[src/rtl/jvm_arm_xlate.sv]
// Streaming Java-bytecode to A32 translator: byte-stream in, ARM words out through an output FIFO.
// Build option: define JAA_UNSUPPORTED_TRAP_EN to trap (sticky err, input halted) on unsupported opcodes.
module jvm_arm_xlate #(
   parameter int FIFO_DEPTH = 8,
   parameter int LOCALS_REG = 3,
   parameter int CNT_WIDTH  = 16
) (
   input  logic                 clk,
   input  logic                 reset,
   input  logic                 in_valid,
   input  logic [7:0]           in_data,
   output logic                 in_ready,
   output logic                 out_valid,
   output logic [31:0]          out_data,
   input  logic                 out_ready,
   output logic                 busy,
   output logic                 err,
   output logic [CNT_WIDTH-1:0] op_count,
   output logic [CNT_WIDTH-1:0] word_count
);

   localparam int AW = $clog2(FIFO_DEPTH);
   localparam logic [3:0]  LREG = 4'(LOCALS_REG);
   localparam logic [31:0] BASE = {12'h000, LREG, 16'h0000};
   localparam logic [31:0] PUSH_R1  = 32'hE92D0002;
   localparam logic [31:0] POP_R1   = 32'hE8BD0002;
   localparam logic [31:0] POP_R1R2 = 32'hE8BD0006;

   typedef enum logic [1:0] {FETCH_OP, FETCH_OP1, FETCH_OP2, EMIT} state_t;

   typedef struct packed {
      logic       ok;
      logic [1:0] nops;
      logic [1:0] nwords;
   } dec_t;

   function automatic dec_t decode(input logic [7:0] op);
      dec_t d;
      d = '0;
      d.ok = 1'b1;
      case (op) inside
         8'h00:                             d.nwords = 2'd0;
         [8'h02:8'h08], [8'h1A:8'h1D],
         [8'h3B:8'h3E], 8'h59:              d.nwords = 2'd2;
         8'h10, 8'h15, 8'h36:               begin d.nops = 2'd1; d.nwords = 2'd2; end
         8'h11:                             begin d.nops = 2'd2; d.nwords = 2'd2; end
         8'h57:                             d.nwords = 2'd1;
         8'h60, 8'h64:                      d.nwords = 2'd3;
         default:                           d.ok = 1'b0;
      endcase
      return d;
   endfunction

   // Local-variable byte offset lands in the 12-bit immediate field.
   function automatic logic [31:0] loc_off(input logic [7:0] n);
      return {22'h0, n, 2'b00};
   endfunction

   function automatic logic [31:0] arm_word(input logic [7:0] op, input logic [7:0] b1,
                                            input logic [7:0] b2, input logic [1:0] idx);
      logic [2:0][31:0] w;
      w = '0;
      case (op) inside
         8'h02: begin w[0] = 32'hE3E01000; w[1] = PUSH_R1; end
         [8'h03:8'h08]: begin w[0] = 32'hE3A01000 | 32'(op - 8'h03); w[1] = PUSH_R1; end
         8'h10: begin
            w[0] = b1[7] ? {24'hE3E010, ~b1} : {24'hE3A010, b1};
            w[1] = PUSH_R1;
         end
         8'h11: begin
            if (!b1[7]) begin
               w[0] = {24'hE3A010, b2};
               w[1] = {24'hE3811C, b1};
            end else begin
               w[0] = {24'hE3E010, ~b2};
               w[1] = {24'hE3C11C, ~b1};
            end
         end
         8'h15: begin w[0] = 32'hE5901000 | BASE | loc_off(b1); w[1] = PUSH_R1; end
         [8'h1A:8'h1D]: begin
            w[0] = 32'hE5901000 | BASE | loc_off(op - 8'h1A);
            w[1] = PUSH_R1;
         end
         8'h36: begin w[0] = POP_R1; w[1] = 32'hE5801000 | BASE | loc_off(b1); end
         [8'h3B:8'h3E]: begin
            w[0] = POP_R1;
            w[1] = 32'hE5801000 | BASE | loc_off(op - 8'h3B);
         end
         8'h57: w[0] = 32'hE28DD004;
         8'h59: begin w[0] = 32'hE59D1000; w[1] = PUSH_R1; end
         8'h60: begin w[0] = POP_R1R2; w[1] = 32'hE0811002; w[2] = PUSH_R1; end
         8'h64: begin w[0] = POP_R1R2; w[1] = 32'hE0421001; w[2] = PUSH_R1; end
         default: w = '0;
      endcase
      return w[idx];
   endfunction

   state_t         state, state_n;
   logic [7:0]     opc, op1, op2;
   logic [1:0]     widx, widx_n;
   logic           accept, push, pop, full, op_done;
   logic [7:0]     dec_op;
   dec_t           dec;
   logic [31:0]    word;

   logic [31:0]    mem [FIFO_DEPTH];
   logic [AW-1:0]  wr_ptr, rd_ptr;
   logic [AW:0]    cnt;

`ifdef JAA_UNSUPPORTED_TRAP_EN
   logic err_q, err_set;
   assign err = err_q;
`else
   assign err = 1'b0;
`endif

   // In FETCH_OP the opcode is decoded straight off the input byte; later states use the latched one.
   assign dec_op = (state == FETCH_OP) ? in_data : opc;
   assign dec    = decode(dec_op);
   assign word   = arm_word(opc, op1, op2, widx);

   assign full      = (cnt == (AW+1)'(FIFO_DEPTH));
   assign out_valid = (cnt != '0);
   assign out_data  = out_valid ? mem[rd_ptr] : '0;
   assign pop       = out_valid && out_ready;
   assign busy      = (state != FETCH_OP) || out_valid;

   always_comb begin
      state_n  = state;
      widx_n   = widx;
      push     = 1'b0;
      op_done  = 1'b0;
`ifdef JAA_UNSUPPORTED_TRAP_EN
      err_set  = 1'b0;
      in_ready = !reset && (state != EMIT) && !err_q;
`else
      in_ready = !reset && (state != EMIT);
`endif
      accept   = in_valid && in_ready;
      case (state)
         FETCH_OP: if (accept) begin
            if (!dec.ok) begin
`ifdef JAA_UNSUPPORTED_TRAP_EN
               err_set = 1'b1;
`endif
            end else if (dec.nops != 2'd0) begin
               state_n = FETCH_OP1;
            end else if (dec.nwords == 2'd0) begin
               op_done = 1'b1;
            end else begin
               state_n = EMIT;
            end
         end
         FETCH_OP1: if (accept) state_n = (opc == 8'h11) ? FETCH_OP2 : EMIT;
         FETCH_OP2: if (accept) state_n = EMIT;
         EMIT: if (!full) begin
            push = 1'b1;
            if (widx == dec.nwords - 2'd1) begin
               state_n = FETCH_OP;
               widx_n  = 2'd0;
               op_done = 1'b1;
            end else begin
               widx_n = widx + 2'd1;
            end
         end
         default: state_n = FETCH_OP;
      endcase
   end

   always_ff @(posedge clk) begin
      if (reset) begin
         state      <= FETCH_OP;
         widx       <= 2'd0;
         opc        <= '0;
         op1        <= '0;
         op2        <= '0;
         op_count   <= '0;
         word_count <= '0;
`ifdef JAA_UNSUPPORTED_TRAP_EN
         err_q      <= 1'b0;
`endif
      end else begin
         state <= state_n;
         widx  <= widx_n;
         if (accept) begin
            case (state)
               FETCH_OP:  opc <= in_data;
               FETCH_OP1: op1 <= in_data;
               FETCH_OP2: op2 <= in_data;
               default:   ;
            endcase
         end
         if (op_done) op_count   <= op_count + 1'b1;
         if (push)    word_count <= word_count + 1'b1;
`ifdef JAA_UNSUPPORTED_TRAP_EN
         if (err_set) err_q <= 1'b1;
`endif
      end
   end

   always_ff @(posedge clk) begin
      if (reset) begin
         wr_ptr <= '0;
         rd_ptr <= '0;
         cnt    <= '0;
      end else begin
         if (push) wr_ptr <= wr_ptr + 1'b1;
         if (pop)  rd_ptr <= rd_ptr + 1'b1;
         case ({push, pop})
            2'b10:   cnt <= cnt + 1'b1;
            2'b01:   cnt <= cnt - 1'b1;
            default: cnt <= cnt;
         endcase
      end
   end

   // Storage is not reset; out_data is masked by out_valid instead.
   always_ff @(posedge clk) begin
      if (push) mem[wr_ptr] <= word;
   end

endmodule

[config.mk]
export PLATFORM = sky130hd
export DESIGN_NAME = jvm_arm_xlate
export DESIGN_NICKNAME = d
export VERILOG_FILES = /design/src/rtl/jvm_arm_xlate.sv
export SDC_FILE = /design/constraint.sdc
export NUM_CORES = 1
export LEC_CHECK = 0
export CAP_MARGIN = 20
export CORE_MARGIN = 2
export CORE_UTILIZATION = 55
export CTS_CLUSTER_SIZE = 20
export DETAILED_ROUTE_END_ITERATION = 16
export PLACE_DENSITY = 0.75
export SYNTH_ARGS = -nofsm -noshare
export SYNTH_HDL_FRONTEND = slang
export SYNTH_SLANG_ARGS = --single-unit
export TNS_END_PERCENT = 20
[constraint.sdc]
create_clock -name clk -period 6.65 [get_ports clk]
set_input_delay 1.33 -clock clk [delete_from_list [all_inputs] [get_ports clk]]
set_output_delay 1.33 -clock clk [all_outputs]
set_load 0.01 [all_outputs]
# Yosys cells after proc, flatten, opt, wreduce, memory -nomap -nowiden
# Memory sizes are Yosys's and may differ from the RTL's. A register that Yosys moved wholly into a read port is not among the register bits.
# Index checks and enable logic that the tools add are counted.
[classes]
add_sub_neg = 11
order_cmp = 13
eq_ne = 32
n_mux = 83
bitwise_logic = 3
reduce_logical = 25
[ops]
columns = ["cell", "count"]
rows = [
  ["two-way mux 32 bit", 38],
  ["binary-select mux 32 bit (select 2 bit)", 1],
  ["equality test 8 x 7 -> 1 bit (second input constant)", 8],
  ["two-way mux 55 bit", 1],
  ["equality test 8 x 5 -> 1 bit (second input constant)", 6],
  ["two-way mux 2 bit", 19],
  ["adder 16 x 1 -> 16 bit (second input constant)", 2],
  ["two-way mux 23 bit", 1],
  ["two-way mux 1 bit", 17],
  ["equality test 8 x 6 -> 1 bit (second input constant)", 2],
  ["greater-or-equal comparator 8 x 2 -> 1 bit (second input constant)", 2],
  ["greater-or-equal comparator 8 x 5 -> 1 bit (second input constant)", 2],
  ["greater-or-equal comparator 8 x 6 -> 1 bit (second input constant)", 2],
  ["less-or-equal comparator 8 x 4 -> 1 bit (second input constant)", 2],
  ["less-or-equal comparator 8 x 5 -> 1 bit (second input constant)", 2],
  ["less-or-equal comparator 8 x 6 -> 1 bit (second input constant)", 2],
  ["NOT 8 bit", 2],
  ["inequality test 2 bit (second input constant)", 7],
  ["logical AND 1 bit", 9],
  ["subtractor 8 x 2 -> 9 bit (second input constant)", 1],
  ["equality test 8 x 2 -> 1 bit (second input constant)", 1],
  ["logical NOT 8 bit", 1],
  ["two-way mux 8 bit", 1],
  ["case mux 2 bit (4 select lines)", 1],
  ["27 further kinds", 37],
]
[word_totals]
regBits = 70
ram_bits = 256
input_bits = 12
output_inout_bits = 68
elab_cells = 178
mem_count = 1
[memory_table]
columns = ["name", "depth", "width", "rd", "rd_clocked_by_memory_dff", "wr", "line_no", "text"]
rows = [
  ["mem", 8, 32, 1, 1, 1, "106", "logic [31:0] mem [FIFO_DEPTH];"],
]

# Logic depth before layout (Yosys ltp)
# Gate-level depths: netlist of run 1.
[depth]
word_depth = 16
ltp_mapped = 16
ltp_nobuf = 13

# Worst setup path after synthesis of run 1
# Ideal clock, no wire load.
[synth_path]
kind = "register to register"
startpoint = "register state[0]"
endpoint = "memory mem[1][0] (enable)"
setup_ns = 0.484
arrival_ns = 3.690
required_ns = 6.166
path_slack_ns = 2.475
stages_incl_launch_ff = 5
path_buffers = 0
synth_period_minus_slack_ns = 4.175
path_cell_list = "dfxtp_1 > ha_1 > and2_1 > clkinv_1 > nor4b_1"
[synth_via]
elab_chain_cells = 4
[synth_rtl]
columns = ["item", "line_no", "text"]
rows = [
  ["start: declaration", "98", "state_t state, state_n;"],
  ["start signal: assignment", "183", "state <= state_n;"],
  ["equality test 2 bit", "140", "case (state)"],
  ["two-way mux 1 bit", "140", ""],
  ["two-way mux 1 bit", "219", "if (push) mem[wr_ptr] <= word;"],
  ["two-way mux 1 bit (implied by the code)", "219", ""],
  ["end: declaration", "106", ""],
]
# No other way between the ends.

==> results of run 1 <==
[area by class of cell]
cell class / count / area (sq um)
fillers: 1783 / 8370
flip-flops and latches: 281 / 7710
multi-input cells: 680 / 5270
repair buffers: 92 / 881
clock buffers: 33 / 718
well taps: 319 / 399
clock inverters: 16 / 183
inverters: 22 / 82.6
[cells in the mapped netlist, types with 9 or more instances]
| cell | instances |
|---|---|
| edfxtp_1 | 208 |
| nor2_1 | 116 |
| nand2_1 | 81 |
| dfxtp_1 | 73 |
| a21oi_1 | 59 |
| mux4_2 | 52 |
| clkbuf_1 | 36 |
| mux2i_1 | 31 |
| o21ai_0 | 24 |
| a211oi_1 | 23 |
| inv_1 | 21 |
| ha_1 | 20 |
| nor2b_1 | 20 |
| xnor2_1 | 20 |
| xor2_1 | 20 |
| nand3_1 | 19 |
| nor3_1 | 17 |
| buf_1 | 14 |
| a221oi_1 | 10 |
| and3_1 | 10 |
| nand4_1 | 10 |
| o22ai_1 | 10 |
| mux2_1 | 9 |
| or3_1 | 9 |
[stage by stage]
stage / setup WS, ns / instance area (sq um) / total power [mW] / hold WS [ns] / util
floorplan: 2.48 / 13300 / 2.11 / 0.449 / -
global placement: 1.80 / 14300 / 2.17 / 0.462 / 0.607
detailed placement: 1.75 / 14300 / 2.17 / 0.466 / 0.607
CTS: 2.05 / 15200 / 3.71 / 0.475 / 0.646
global route: 1.93 / 15200 / 3.81 / 0.514 / 0.646
finish: 2.14 / 15200 / 3.69 / 0.476 / 0.646
[worst min path at each step]
stage               cells after the start     end  slack, ns   start
detailed placement                      2  op2[7]       0.47  op2[7]
global route                            2  op2[7]       0.51  op2[7]
finish                                  2  op2[7]       0.48  op2[7]
CTS                                     2  op2[7]       0.47  op2[7]
global placement                        2  op2[7]       0.46  op2[7]
floorplan                               2  op2[7]       0.45  op2[7]
[per-layer routing]
metal | GRT usage | wire length [um] | vias up
met4 | 0.0508 | 471 | 0
met5 | 0 | 0 | -
met2 | 0.382 | 14400 | 292
met3 | 0.0255 | 1710 | 41
li1 | - | - | 4089
met1 | 0.338 | 13000 | 4416
[logic make-up (layout without fill, tap and decap cells)]
kind of cell    Yosys count  after routing  synth area share
xor+xnor                 40             40            0.0263
mux                     100            100             0.126
fa+ha+maj                21             21            0.0203
compound gates          183            183            0.0960
other cells               1              1          0.000281
simple gates            335            335             0.123
flops                   281            281             0.578
buf+inv                  89            163            0.0300
[power by group through the flow]
stage               Clock (mW)  Combinational, mW  Sequential, mW
CTS                       1.58              0.197            1.94
finish                    1.55              0.201            1.94
global route              1.65              0.222            1.94
floorplan                    0              0.145            1.96
detailed placement           0              0.196            1.98
global placement             0              0.191            1.98
[flip-flops by register name (all words and copies together) (netlist names), named ones only]
register	cells
cnt	4
mem	208
op1	8
op2	8
op_count	16
opc	8
rd_ptr	3
state	2
widx	2
word_count	16
wr_ptr	3
[worst min-delay path, stage by stage, from the launching register on]
cell and delay [ns]:
dfxtp_1 0.32, nand2_1 0.06, a21oi_1 0.05
==> flow_summary.ini, run 1 <==
[drt]
routed_wl_um = 29500
wire_per_inst_um = 20.5
postRouteAntennaNets = 0
drtPass1Iterations = 7
drcViolationCount = 0
vias = 8838
vias_per_cell = 6.12
first_iter_violations = 737

[cells_and_area]
diodes = 0
layout.cells.non_filler = 1443
drive_above_1_share = 0.133
layout_commonest_cell = edfxtp_1
final_nets = 1137
final_cell_mix = edfxtp_1 (208), nor2_1 (115), nand2_1 (81), clkdlybuf4s50_1 (77), dfxtp_1 (70)
area_delta_synth_final_pct = 14.4

[yosys]
yosysTopAreaCellShare = 0.469
ys_seq_area_frac = 0.578
syn_inst = 1050
syn_area_sq_mm = 0.0133
yosysTopAreaCell = edfxtp_1
synth_fp_nets = 1083
synth_edf_count = 208
ys_types = 79
avgSynthCellArea_sq_um = 12.7
ys.flop_type = edfxtp_1
yosys-top-cells-area = edfxtp_1 (47%), dfxtp_1 (11%), mux4_2 (8.8%)
async_reset_ff_frac = 0
yosys_warnings = 0
ys_seq_elements = 281

[die]
die_width_um = 160
start_util = 0.564
core_sq_mm = 0.0236
chipHeight_um = 160
ioPinCount = 80
rows = 56
die_area_sq_mm = 0.0255

[grt]
track_usage = 0.232
grt_pass1_wl_um = 47300
antenna_found_initial = 0
grt_max_degree = 86
gr-total-overflow = 0
grt_pass1_vias = 8521

[clock_tree]
ctsResizeCount = 0
cts_max_path_buffers = 3
clkLatencyLatePin_ns = 0.53
cts_root_buf = clkbuf_16
clk_pin_slew_worst_paths_ns = 0.06
numCtsBuffers = 27
cts_sinks = 281
htreeDepth = 1
cts_tree = built
hold_buffers = 0
post-cts-setup-buffer-count = 0

[setup_path]
critPathArrivalTime_ns = 3.18
critPathBufInv = 2
path_delay_family = buffers and inverters
worstSetupEndpointType = primary output
max_stage_delay_ns = 0.86
cp.depth = 5
slowest_stage = dfxtp_4
reg2reg_to = op_count[8]
cp-start-kind = flip-flop
r2r.worst_path.cells = 14
crit_chain = buf_4, mux4_2, mux2i_1, nor2_1, clkdlybuf4s50_1
reg2reg_from = state[0]
rrSetupSlack_ns = 2.30
cp-endpoint = out_data[2]
worstSetupPathType = flip-flop to primary output
worstPathMaxFanout = 39
crit_required_ns = 5.32

[sta]
rsz0062_at_grt = no
min_period_ns = 4.51
slew_headroom = 0.302
hold_viol_final = 0
tightest_slew_ns = 1.04
slew_viol_final = 0
clock_skew_ns = 0.0102
max_freq_mhz = 222
fin_setup_tns_ns = 0
layout_worst_path_cycle_share = 0.679
setup_viol = 0

[power]
ir_worst_vdd_mv = 0.203
clock_power_share = 0.420
power.switching_mw = 0.783
power.leakage_nw = 5.00
comb_power_share = 0.054
internal-power_mw = 2.91
power.density_mw_per_mm2 = 242
seqPwrFrac = 0.526
p_sw_frac = 0.212

[hold_path]
min-delay-path-class = flip-flop to flip-flop

[placed_design]
port_buffers = 78
dp.cells = 1394
gp_congestion = 0.938
dp_hpwl_um = 18600

[run]
cap_violations = 0

[outcome]
status = completed
Power figures use the tool's default switching activity.
==> run 2: changes to the inputs <==
CORE_UTILIZATION = 54   (was 55)
PLACE_DENSITY = 0.76   (was 0.75)
clock period = 3.8 ns   (was 6.65 ns; I/O delays follow)
==> run 2 against run 1 <==
Sequential power is 74% higher. Register-to-register slack worse by 2.1 ns. Count of clock-buffer cells in the layout rose by 7. Worst hold slack hardly changed. Routed wire length is 4.7% higher. Critical path depth grew 11. Cell count rose by 4.8%. Die area up 1.8%. Combinational power is 110% higher. Flip-flop and latch count unchanged. Non-clock buffer count increased by 61. Largest cell class unchanged.
==> flow_summary.ini, run 2 (synthesis results as in run 1) <==
[clock_tree]
cts_sinks = 281
cts_root_buf = clkbuf_16
clk_pin_slew_worst_paths_ns = 0.06
clkLatencyLatePin_ns = 0.55
cts_max_path_buffers = 3
hold_buffers = 0
htreeDepth = 1
numCtsBuffers = 29
post-cts-setup-buffer-count = 0
cts_tree = built

[grt]
antenna_found_initial = 0
use_met3 = 0.0342
grt_pass1_vias = 9013
grt_max_degree = 86
grt_pass1_wl_um = 49200
use_met1 = 0.328
grt_use_met2 = 0.410
track_usage = 0.241
grt_busiest_layer = met2
gr-total-overflow = 0

[placed_design]
dp_hpwl_um = 20100
placed_area_sq_mm = 0.0149
gp_congestion = 0.997
place_ws_ns = -0.337
port_buffers = 78

[cells_and_area]
layout_commonest_cell = edfxtp_1
final_nets = 1200
drive_above_1_share = 0.188
largest_register_ffs = 208
area_delta_synth_final_pct = 19.4
final_cell_mix = edfxtp_1 (208), nor2_1 (115), nand2_1 (81), clkdlybuf4s50_1 (77)
diodes = 0
reg_top3 = mem (208), op_count (16), word_count (16)
design_area_sq_mm = 0.0159
largest_register = mem

[drt]
drtPass1Iterations = 5
first_iter_violations = 993
postRouteAntennaNets = 0
vias = 9053
drcViolationCount = 0
vias_per_cell = 5.99
routed_wl_um = 30900
wire_per_inst_um = 20.5

[run]
cap_violations = 0

[die]
start_util = 0.550
core_sq_mm = 0.0242
chipHeight_um = 161
ioPinCount = 80
die_width_um = 161
die_area_sq_mm = 0.0260
rows = 57

[setup_path]
critPathArrivalTime_ns = 4.04
worstPathMaxFanout = 11
worstSetupEndpointType = flip-flop
cp-start-kind = flip-flop
worstSetupPathType = flip-flop to flip-flop
crit_required_ns = 4.24

[power]
p_total_mw = 6.69
ir_worst_vdd_mv = 0.287
clock_power_share = 0.432
seqPwrFrac = 0.504
power.density_mw_per_mm2 = 421
p_sw_frac = 0.214
internal-power_mw = 5.26
comb_power_share = 0.064
power.switching_mw = 1.43
power.leakage_nw = 5.35

[sta]
slew_viol_final = 0
clock_skew_ns = 0.00927
max_freq_mhz = 278
setup_viol = 0
layout_worst_path_cycle_share = 0.947
tightest_slew_ns = 1.05
setup_ws_ns = 0.201
min_period_ns = 3.60
hold_viol_final = 0
slew_headroom = 0.294

[hold_path]
min-delay-path-class = flip-flop to flip-flop

[outcome]
status = completed
-- run 2: timing repair --
item / in CTS / in global routing
gates resized for setup: 1 / 11
pin swaps: 0 / 1
setup endpoints to repair: 2 / 14
-- run 2: path summary, 6_finish.rpt --
kind,startpoint,endpoint,slack (ns),depth (start not counted)
min,op2[3],op2[3],0.48,2
min reg2reg,op2[3],op2[3],0.48,2
max reg2reg,state[0],op_count[6],0.20,16
max,state[0],op_count[6],0.20,16
-- run 2: area by class of cell --
class	count	area [sq um]
multi-input cells	680	5340
inverters	22	82.6
clock buffers	40	840
fillers	1803	8330
repair buffers	153	1390
well taps	324	405
clock inverters	12	153
flip-flops and latches	281	7710
-- run 2: power by group through the flow --
stage	sequential, mW	combinational, mW	clock, mW
detailed placement	3.44	0.412	0
finish	3.38	0.425	2.89
global placement	3.44	0.401	0
global route	3.38	0.465	3.07
floorplan	3.44	0.254	0
CTS	3.38	0.414	2.94
-- run 2: critical path, cell delays in order (launching register included) --
cell	delay, ns
dfxtp_1	0.33
inv_1	0.08
ha_4	0.21
buf_4	0.17
buf_4	0.15
nor4b_1	0.14
a21oi_1	0.22
a211oi_1	0.09
or4_4	0.49
nor2_1	0.11
ha_1	0.24
xor2_1	0.17
and3_1	0.21
nand2_2	0.11
buf_12	0.18
a211oi_1	0.22
mux2_1	0.35
-- run 2: metrics by stage --
stage / std cells / setup TNS [ns] / util / hold WS [ns]
after CTS: 1511 / 0 / 0.654 / 0.474
after detailed placement: 1459 / -4.27 / 0.613 / 0.466
final: 1512 / 0 / 0.657 / 0.476
after floorplan: 1050 / -3.02 / - / 0.449
after global routing: 1512 / -0.0134 / 0.657 / 0.501
after global placement: 1459 / -3.51 / 0.613 / 0.461
-- run 2: routing by layer --
metal / vias up / wire [um]
li1: 4223 / -
met1: 4465 / 13200
met2: 306 / 15100
met3: 59 / 1920
met4: 0 / 663
met5: - / 0
